<file path="config.mk">
export PLATFORM = sky130hd
export DESIGN_NAME = udp_test_sender_flat
export DESIGN_NICKNAME = d
export VERILOG_FILES = /design/src/rtl/udp_test_sender_pkg.sv /design/src/rtl/udp_test_sender_if.sv /design/src/rtl/udp_test_sender.sv /design/src/flat_wrapper.sv
export SDC_FILE = /design/constraint.sdc
export NUM_CORES = 1
export LEC_CHECK = 0
export CAP_MARGIN = 15
export CORE_MARGIN = 2
export CORE_UTILIZATION = 25
export DETAILED_ROUTE_END_ITERATION = 10
export PLACE_DENSITY_LB_ADDON = 0.1
export SLEW_MARGIN = 40
export SYNTH_ARGS = -nofsm -noshare
export SYNTH_HDL_FRONTEND = slang
export SYNTH_SLANG_ARGS = --single-unit
export TNS_END_PERCENT = 50
</file>
<file path="constraint.sdc">
create_clock -name CLK100MHZ -period 2.6 [get_ports CLK100MHZ]
set_input_delay 0.39 -clock CLK100MHZ [delete_from_list [all_inputs] [get_ports CLK100MHZ]]
set_output_delay 0.39 -clock CLK100MHZ [all_outputs]
set_load 0.02 [all_outputs]
</file>
<file path="src/rtl/udp_test_sender_pkg.sv">
// ---------------------------------------------------------------------------
// udp_test_sender_pkg
// Shared definitions for the periodic UDP test-traffic generator and anything
// that monitors it:
//   - 3-bit state encoding (localparams) and the matching FSM enum
//   - nwords()    : payload length in bytes -> number of 32-bit payload words
//   - pack_word() : payload word format {sequence[15:0], word_index[15:0]}
// ---------------------------------------------------------------------------
package udp_test_sender_pkg;

  // State encoding, kept as plain 3-bit constants so monitors can decode it
  localparam logic [2:0] S_IDLE     = 3'd0;
  localparam logic [2:0] S_ARP_REQ  = 3'd1;
  localparam logic [2:0] S_ARP_WAIT = 3'd2;
  localparam logic [2:0] S_GAP      = 3'd3;
  localparam logic [2:0] S_REQ      = 3'd4;
  localparam logic [2:0] S_DATA     = 3'd5;
  localparam logic [2:0] S_FINISH   = 3'd6;

  typedef enum logic [2:0] {
    ST_IDLE     = S_IDLE,
    ST_ARP_REQ  = S_ARP_REQ,
    ST_ARP_WAIT = S_ARP_WAIT,
    ST_GAP      = S_GAP,
    ST_REQ      = S_REQ,
    ST_DATA     = S_DATA,
    ST_FINISH   = S_FINISH
  } state_e;

  // Payload word format: upper half is the packet sequence number (low 16
  // bits of the completed-packet counter), lower half is the word index.
  localparam int unsigned WORD_SEQ_W = 32'd16;
  localparam int unsigned WORD_IDX_W = 32'd16;

  // Number of 32-bit words in a payload of the given byte length
  function automatic logic [15:0] nwords(input logic [15:0] payload_bytes);
    return {2'b00, payload_bytes[15:2]};
  endfunction

  // Build one payload word from sequence number and word index
  function automatic logic [31:0] pack_word(input logic [WORD_SEQ_W-1:0] seq,
                                            input logic [WORD_IDX_W-1:0] idx);
    return {seq, idx};
  endfunction

endpackage

</file>
<file path="src/rtl/udp_test_sender_if.sv">
// ---------------------------------------------------------------------------
// udp_test_sender_if
// Bundles the ARP-cache resolve handshake and the SEND_* UDP transmit port of
// the GEMAC IP controller.
//   master : the traffic generator (drives requests, length, ports, data)
//   slave  : the IP controller / ARP cache side
// Signals:
//   ARPC_REQUEST     resolve request          ARPC_ENABLE  request accepted
//   ARPC_VALID       peer MAC resolved
//   SEND_REQUEST     packet request           SEND_BUSY    controller owns packet
//   SEND_LENGTH      payload length (bytes)   SEND_SRCPORT/SEND_DSTPORT UDP ports
//   SEND_DATA_VALID  SEND_DATA holds a word   SEND_DATA_READ word consumed
//   SEND_DATA        32-bit payload word
// ---------------------------------------------------------------------------
interface udp_test_sender_if;

  logic        ARPC_REQUEST;
  logic        ARPC_ENABLE;
  logic        ARPC_VALID;
  logic        SEND_REQUEST;
  logic [15:0] SEND_LENGTH;
  logic [15:0] SEND_SRCPORT;
  logic [15:0] SEND_DSTPORT;
  logic        SEND_BUSY;
  logic        SEND_DATA_VALID;
  logic        SEND_DATA_READ;
  logic [31:0] SEND_DATA;

  modport master (
    output ARPC_REQUEST,
    input  ARPC_ENABLE,
    input  ARPC_VALID,
    output SEND_REQUEST,
    output SEND_LENGTH,
    output SEND_SRCPORT,
    output SEND_DSTPORT,
    input  SEND_BUSY,
    output SEND_DATA_VALID,
    input  SEND_DATA_READ,
    output SEND_DATA
  );

  modport slave (
    input  ARPC_REQUEST,
    output ARPC_ENABLE,
    output ARPC_VALID,
    input  SEND_REQUEST,
    input  SEND_LENGTH,
    input  SEND_SRCPORT,
    input  SEND_DSTPORT,
    output SEND_BUSY,
    input  SEND_DATA_VALID,
    output SEND_DATA_READ,
    input  SEND_DATA
  );

endinterface

</file>
<file path="src/rtl/udp_test_sender.sv">
// ---------------------------------------------------------------------------
// udp_test_sender
// Periodic UDP test-traffic generator. Resolves the peer MAC through the ARP
// cache, then emits fixed-length UDP packets every PERIOD_CYCLES cycles. Each
// payload word is {packet sequence[15:0], word index[15:0]}.
//
// Ports:
//   CLK100MHZ    in   system clock
//   RST_N        in   asynchronous active-low reset
//   ENABLE       in   run generator
//   bus          master side of udp_test_sender_if (ARP + SEND_* handshakes)
//   PKT_COUNT    out  completed packets, wraps
//   ARP_RETRIES  out  ARP re-requests, saturating
//
// All outputs except the constant length/port values are registered.
// ---------------------------------------------------------------------------
module udp_test_sender
  import udp_test_sender_pkg::*;
#(
  parameter logic [15:0] SRC_PORT      = 16'd1234,
  parameter logic [15:0] DST_PORT      = 16'd1234,
  parameter logic [15:0] PAYLOAD_BYTES = 16'd64,         // multiple of 4, 4..1472
  parameter logic [31:0] PERIOD_CYCLES = 32'd100_000_000, // at least 2
  parameter logic [31:0] ARP_TIMEOUT   = 32'd10_000_000   // at least 2
) (
  input  logic               CLK100MHZ,
  input  logic               RST_N,
  input  logic               ENABLE,
  udp_test_sender_if.master  bus,
  output logic [31:0]        PKT_COUNT,
  output logic [15:0]        ARP_RETRIES
);

  localparam logic [15:0] NWORDS     = nwords(PAYLOAD_BYTES);
  localparam logic [15:0] LAST_IDX   = NWORDS - 16'd1;
  localparam logic [31:0] PERIOD_END = PERIOD_CYCLES - 32'd1;
  localparam logic [31:0] ARP_END    = ARP_TIMEOUT - 32'd1;

  state_e      state_r;
  logic [31:0] timer_r;          // shared timer, cleared on every state entry
  logic [15:0] index_r;          // index of the word currently on SEND_DATA
  logic        arpc_request_r;
  logic        send_request_r;
  logic        send_data_valid_r;
  logic [31:0] send_data_r;
  logic [31:0] pkt_count_r;
  logic [15:0] arp_retries_r;

  logic        accept_s;         // controller takes the presented word this cycle

  assign accept_s = send_data_valid_r & bus.SEND_DATA_READ;

  // Constant header fields, not registered
  assign bus.SEND_LENGTH  = PAYLOAD_BYTES;
  assign bus.SEND_SRCPORT = SRC_PORT;
  assign bus.SEND_DSTPORT = DST_PORT;

  assign bus.ARPC_REQUEST    = arpc_request_r;
  assign bus.SEND_REQUEST    = send_request_r;
  assign bus.SEND_DATA_VALID = send_data_valid_r;
  assign bus.SEND_DATA       = send_data_r;
  assign PKT_COUNT           = pkt_count_r;
  assign ARP_RETRIES         = arp_retries_r;

  // Sequencer: FSM, shared timer, word index and all registered outputs
  always_ff @(posedge CLK100MHZ or negedge RST_N) begin
    if (!RST_N) begin
      state_r           <= ST_IDLE;
      timer_r           <= 32'd0;
      index_r           <= 16'd0;
      arpc_request_r    <= 1'b0;
      send_request_r    <= 1'b0;
      send_data_valid_r <= 1'b0;
      send_data_r       <= 32'd0;
      pkt_count_r       <= 32'd0;
      arp_retries_r     <= 16'd0;
    end else begin
      // Free-running count; every transition below overrides it with zero
      timer_r <= timer_r + 32'd1;

      case (state_r)
        ST_IDLE: begin
          arpc_request_r    <= 1'b0;
          send_request_r    <= 1'b0;
          send_data_valid_r <= 1'b0;
          if (ENABLE) begin
            timer_r <= 32'd0;
            if (bus.ARPC_VALID) begin
              state_r <= ST_GAP;
            end else begin
              state_r <= ST_ARP_REQ;
            end
          end
        end

        // The request is raised one cycle after entry; ARPC_ENABLE only
        // counts once the cache has actually seen the request asserted.
        ST_ARP_REQ: begin
          if (arpc_request_r && bus.ARPC_ENABLE) begin
            arpc_request_r <= 1'b0;
            timer_r        <= 32'd0;
            state_r        <= ST_ARP_WAIT;
          end else begin
            arpc_request_r <= 1'b1;
          end
        end

        // A resolution arriving on the timeout cycle still wins
        ST_ARP_WAIT: begin
          if (bus.ARPC_VALID) begin
            timer_r <= 32'd0;
            state_r <= ST_GAP;
          end else if (timer_r == ARP_END) begin
            timer_r <= 32'd0;
            state_r <= ST_ARP_REQ;
            if (arp_retries_r != 16'hFFFF) begin
              arp_retries_r <= arp_retries_r + 16'd1;
            end
          end
        end

        ST_GAP: begin
          if (!ENABLE) begin
            timer_r <= 32'd0;
            state_r <= ST_IDLE;
          end else if (!bus.ARPC_VALID) begin
            timer_r <= 32'd0;
            state_r <= ST_ARP_REQ;
          end else if (timer_r == PERIOD_END) begin
            timer_r        <= 32'd0;
            send_request_r <= 1'b1;
            state_r        <= ST_REQ;
          end
        end

        // Controller grabbing the packet: first word is presented at once
        ST_REQ: begin
          if (bus.SEND_BUSY) begin
            send_request_r    <= 1'b0;
            index_r           <= 16'd0;
            send_data_r       <= pack_word(pkt_count_r[15:0], 16'd0);
            send_data_valid_r <= 1'b1;
            timer_r           <= 32'd0;
            state_r           <= ST_DATA;
          end
        end

        // Accept of the last word beats a simultaneous BUSY drop, so a
        // fully transferred packet is never counted as aborted.
        ST_DATA: begin
          if (accept_s && (index_r == LAST_IDX)) begin
            send_data_valid_r <= 1'b0;
            timer_r           <= 32'd0;
            state_r           <= ST_FINISH;
          end else if (!bus.SEND_BUSY) begin
            send_data_valid_r <= 1'b0;
            timer_r           <= 32'd0;
            state_r           <= ST_GAP;
          end else if (accept_s) begin
            index_r     <= index_r + 16'd1;
            send_data_r <= pack_word(pkt_count_r[15:0], index_r + 16'd1);
          end
        end

        ST_FINISH: begin
          if (!bus.SEND_BUSY) begin
            pkt_count_r <= pkt_count_r + 32'd1;
            timer_r     <= 32'd0;
            if (ENABLE) begin
              state_r <= ST_GAP;
            end else begin
              state_r <= ST_IDLE;
            end
          end
        end

        default: begin
          arpc_request_r    <= 1'b0;
          send_request_r    <= 1'b0;
          send_data_valid_r <= 1'b0;
          timer_r           <= 32'd0;
          state_r           <= ST_IDLE;
        end
      endcase
    end
  end

endmodule
</file>
<file path="src/flat_wrapper.sv">
// flat-port wrapper written by rule: the top's interface ports become plain ports
module udp_test_sender_flat import udp_test_sender_pkg::*;
#(
  parameter logic [15:0] SRC_PORT      = 16'd1234,
  parameter logic [15:0] DST_PORT      = 16'd1234,
  parameter logic [15:0] PAYLOAD_BYTES = 16'd64,                                  
  parameter logic [31:0] PERIOD_CYCLES = 32'd100_000_000,              
  parameter logic [31:0] ARP_TIMEOUT   = 32'd10_000_000                
)
  (CLK100MHZ, RST_N, ENABLE, PKT_COUNT, ARP_RETRIES, bus_ARPC_REQUEST, bus_ARPC_ENABLE, bus_ARPC_VALID, bus_SEND_REQUEST, bus_SEND_LENGTH, bus_SEND_SRCPORT, bus_SEND_DSTPORT, bus_SEND_BUSY, bus_SEND_DATA_VALID, bus_SEND_DATA_READ, bus_SEND_DATA);
  udp_test_sender_if bus_i ();
  input  logic CLK100MHZ;
  input  logic RST_N;
  input  logic ENABLE;
  output logic [31:0] PKT_COUNT;
  output logic [15:0] ARP_RETRIES;
  output wire logic [$bits(bus_i.ARPC_REQUEST)-1:0] bus_ARPC_REQUEST;
  input wire logic [$bits(bus_i.ARPC_ENABLE)-1:0] bus_ARPC_ENABLE;
  input wire logic [$bits(bus_i.ARPC_VALID)-1:0] bus_ARPC_VALID;
  output wire logic [$bits(bus_i.SEND_REQUEST)-1:0] bus_SEND_REQUEST;
  output wire logic [$bits(bus_i.SEND_LENGTH)-1:0] bus_SEND_LENGTH;
  output wire logic [$bits(bus_i.SEND_SRCPORT)-1:0] bus_SEND_SRCPORT;
  output wire logic [$bits(bus_i.SEND_DSTPORT)-1:0] bus_SEND_DSTPORT;
  input wire logic [$bits(bus_i.SEND_BUSY)-1:0] bus_SEND_BUSY;
  output wire logic [$bits(bus_i.SEND_DATA_VALID)-1:0] bus_SEND_DATA_VALID;
  input wire logic [$bits(bus_i.SEND_DATA_READ)-1:0] bus_SEND_DATA_READ;
  output wire logic [$bits(bus_i.SEND_DATA)-1:0] bus_SEND_DATA;
  assign bus_ARPC_REQUEST = bus_i.ARPC_REQUEST;
  assign bus_i.ARPC_ENABLE = bus_ARPC_ENABLE;
  assign bus_i.ARPC_VALID = bus_ARPC_VALID;
  assign bus_SEND_REQUEST = bus_i.SEND_REQUEST;
  assign bus_SEND_LENGTH = bus_i.SEND_LENGTH;
  assign bus_SEND_SRCPORT = bus_i.SEND_SRCPORT;
  assign bus_SEND_DSTPORT = bus_i.SEND_DSTPORT;
  assign bus_i.SEND_BUSY = bus_SEND_BUSY;
  assign bus_SEND_DATA_VALID = bus_i.SEND_DATA_VALID;
  assign bus_i.SEND_DATA_READ = bus_SEND_DATA_READ;
  assign bus_SEND_DATA = bus_i.SEND_DATA;
  udp_test_sender #(.SRC_PORT(SRC_PORT), .DST_PORT(DST_PORT), .PAYLOAD_BYTES(PAYLOAD_BYTES), .PERIOD_CYCLES(PERIOD_CYCLES), .ARP_TIMEOUT(ARP_TIMEOUT)) u_core (.CLK100MHZ(CLK100MHZ), .RST_N(RST_N), .ENABLE(ENABLE), .bus(bus_i), .PKT_COUNT(PKT_COUNT), .ARP_RETRIES(ARP_RETRIES));
endmodule
</file>
==> results of run 1 <==
-- through the flow --
step / setup TNS [ns] / worst slack, ns / instance area, sq um
after floorplan: 0 / 0.345 / 6360
after global placement: 0 / 0.0747 / 7410
after detailed placement: 0 / 0.0649 / 7410
after CTS: 0 / 0.0391 / 7990
after global routing: -0.0295 / -0.0254 / 7990
final: 0 / 0.188 / 7990
-- what timing repair did --
action,in CTS,in global routing
endpoints found under the hold margin,31,0
resized for setup,0,1
hold buffers,1,0
buffers inserted,0,0
endpoints found under the setup margin,0,29
-- layout make-up --
type                       instances  area, sq um  area share
clock buffer                      17          425      0.0532
clock inverter                    15          144      0.0180
inverter                           5         18.8     0.00235
tap                              324          405      0.0507
timing repair buffer             114         1100       0.138
sequential                       118         2950       0.369
multi-input combinational        496         2940       0.368
-- worst reg2reg max path: stages (launching register included) --
cell,delay (ns)
dfrtp_1,0.38
ha_1,0.23
and4_1,0.24
nand4_1,0.18
nor4_1,0.44
buf_4,0.20
nor2_1,0.07
nor3_4,0.26
buf_4,0.17
mux2i_1,0.17
-- power groups by stage --
stage / sequential [uW] / combinational (uW) / clock, uW
finish: 1970 / 1010 / 2270
global route: 1980 / 1130 / 2440
CTS: 1970 / 1030 / 2350
detailed placement: 2010 / 1020 / 0
global placement: 2010 / 1020 / 0
floorplan: 2020 / 666 / 0
-- flip-flops by register name, summed over array words and instances (netlist names) --
name and count:
u_core.bus.ARPC_REQUEST 1, u_core.bus.SEND_DATA 17, u_core.ARP_RETRIES 16, u_core.PKT_COUNT 32, u_core.state_r 3, u_core.bus.SEND_REQUEST 1
u_core.bus.SEND_DATA_VALID 1, u_core.index_r 15, u_core.timer_r 32
-- cells by family after synthesis --
family          Yosys count
xor+xnor                 87
flops                   118
fa+ha+maj                 8
other cells               2
simple gates            315
buf+inv                  75
mux                       5
compound gates           33
-- placed cells by master (no fill, tap or decap), types with 7 or more instances in the layout --
master / Yosys / routed
dfrtp_1: 118 / 118
nand2_1: 89 / 89
clkdlybuf4s50_1: 0 / 88
nor2_1: 68 / 68
conb_1: 2 / 48
xor2_1: 47 / 47
nand3_1: 46 / 46
xnor2_1: 40 / 40
nand4_1: 28 / 28
and3_1: 23 / 23
buf_4: 48 / 23
clkbuf_16: 0 / 17
o21ai_0: 10 / 10
and4_1: 9 / 9
nor4_1: 9 / 8
nor3_1: 8 / 8
ha_1: 8 / 8
a21oi_1: 7 / 7
-- per-layer routing --
| metal | GRT usage | share of wire | vias to the layer above |
|---|---|---|---|
| met1 | 0.169 | 0.48 | 2323 |
| met3 | 0.0395 | 0.040 | 12 |
| li1 | - | - | 2339 |
| met2 | 0.199 | 0.47 | 100 |
| met5 | 0 | 0 | - |
| met4 | 0.0329 | 0.012 | 0 |
-- worst max-delay path by stage --
| stage | startpoint | end | slack [ns] | depth (start not counted) |
|---|---|---|---|---|
| 3_5_place_dp | u_core.timer_r[0] | u_core.state_r[1] | 0.06 | 8 |
| 4_1_cts | u_core.timer_r[0] | u_core.state_r[1] | 0.04 | 8 |
| 5_1_grt | u_core.timer_r[0] | u_core.state_r[0] | -0.03 | 9 |
| 3_3_place_gp | u_core.timer_r[0] | u_core.state_r[1] | 0.07 | 8 |
| 2_1_floorplan | u_core.state_r[0] | u_core.PKT_COUNT[28] | 0.35 | 9 |
| 6_report | u_core.timer_r[0] | u_core.state_r[1] | 0.19 | 9 |
==> flow_summary.yaml, run 1 <==
routing:
  viasPerCell: 4.38
  drt-initial-drc-count: 193
  totalWireLength_microns: 15900
  ant_nets: 0
  drt_pass1_iterations: 4
  routedWlPerCell_microns: 14.6
  dr_total_vias: 4774
  drc: 0
sta:
  fin_worst_skew_ns: 0.0128
  worst_slew_pin_slew_ns: 0.534
  fmaxAchievable_mhz: 415
  maxSlewViolCount: 0
  final_hold_viol_count: 0
  final-setup-viol-count: 0
  timing.final.crit_share: 0.928
  finalCriticalPeriod_ns: 2.41
  slew_headroom: 0.639
  fin_hold_ws_ns: 0.468
synthesis:
  synth_top_area_frac: 0.477
  synth_xor_area_frac: 0.123
  ys.flop_type: "dfrtp_1"
  yosysMostFrequentCell: "dfrtp_1"
  synthAdderAreaFrac: 0.0162
  async_reset_ff_frac: 1.00
  avgSynthCellArea_sq_um: 9.62
  synthMuxAreaShare: 0.00850
  synthTopCellsByArea: "dfrtp_1, xor2_1, buf_4"
  synth-simple-area-share: 0.264
  ys_ff_latch: 118
  synth_top_cell_by_area: "dfrtp_1"
  synth.distinct_cells: 53
  yosys_warnings: 0
  synth_top_family_by_area: "simple AND/OR/NAND/NOR gates"
  synthCells: 643
  synth.top_cells.by_count: "dfrtp_1, nand2_1, nor2_1, buf_4, xor2_1"
  seq_area_frac_synth: 0.477
  syn-cell-area_sq_um: 6180
  synth_edf_count: 0
  synth_compound_area_frac: 0.0344
final_layout:
  utilization: 0.329
  final_nets: 767
  fin_cells: 1089
  drive_above_1_share: 0.0889
  diodes: 0
  fill_cells: 2501
  area_delta_synth_final_pct: 29.3
cts:
  tritoncts: "done"
  htreeDepth: 4
  cts_root_buf: "clkbuf_16"
  cts.sinks: 118
  clk_pin_slew_worst_paths_ns: 0.06
  clkLatencyLatePin_ns: 0.42
  clockBufferDepth: 2
  cts_buffers: 17
status:
  status: "complete, no violations"
die:
  initial_core_util: 0.254
  die-area_sq_um: 26000
  rows: 57
  core_area_sq_um: 24300
  die_h_microns: 161
  pin_count: 138
  die-width_microns: 161
job:
  drv_cap: 0
setup_path:
  critPathTopFamily: "simple AND/OR/NAND/NOR gates"
  cp.arrival_ns: 2.74
  slowest_stage: "nor4_1"
  path_cells: "ha_1 > and4_1 > nand4_1 > nor4_1 > buf_4 > nor2_1 > nor3_4 > buf_4 > mux2i_1"
  r2r_slack_ns: 0.19
  r2r_start: "u_core.timer_r[0]"
  crit_required_ns: 2.93
  r2r_cells: 9
  startpoint_type: "flop"
  max_stage_delay_ns: 0.44
  regToRegEndpoint: "u_core.state_r[1]"
  path_buf_inv: 2
  cp_common_cell: "buf_4"
  path_max_fanout: 4
  crit_path_end_kind: "flop"
  critical_path_class: "flop to flop"
place:
  place_hpwl_microns: 11200
  dp.cells: 1056
  globalplace.congestion: 0.778
  io_buffer_count: 89
pwr:
  clkPwrFrac: 0.432
  p_leak_uw: 0.00362
  p_total_uw: 5260
  power_switching_uw: 1640
  powerDensity_nw_per_um2: 657
  ir_worst_vdd_uv: 398
  p_int_uw: 3620
  pwr-share-comb: 0.193
  pwr-share-seq: 0.375
  p_sw_frac: 0.312
min_path:
  hold_end: "u_core.PKT_COUNT[31]"
  holdPathStages: 1
  hold_class: "flop to flop"
  hp-start: "u_core.PKT_COUNT[31]"
grt:
  grt_usage: 0.127
  grt_pass1_vias: 4969
  grt.overflow.total: 0
  antenna_found_initial: 0
  grt_max_degree: 48
  grt_first_pass_wirelength_microns: 26300
Note: power is estimated with default switching activity, not from simulation.
==> run 2, diff against run 1 <==
- CAP_MARGIN: 15 -> not set
==> results of run 2 <==
The final DEF is identical to that of run 1; final timing and power are the same.
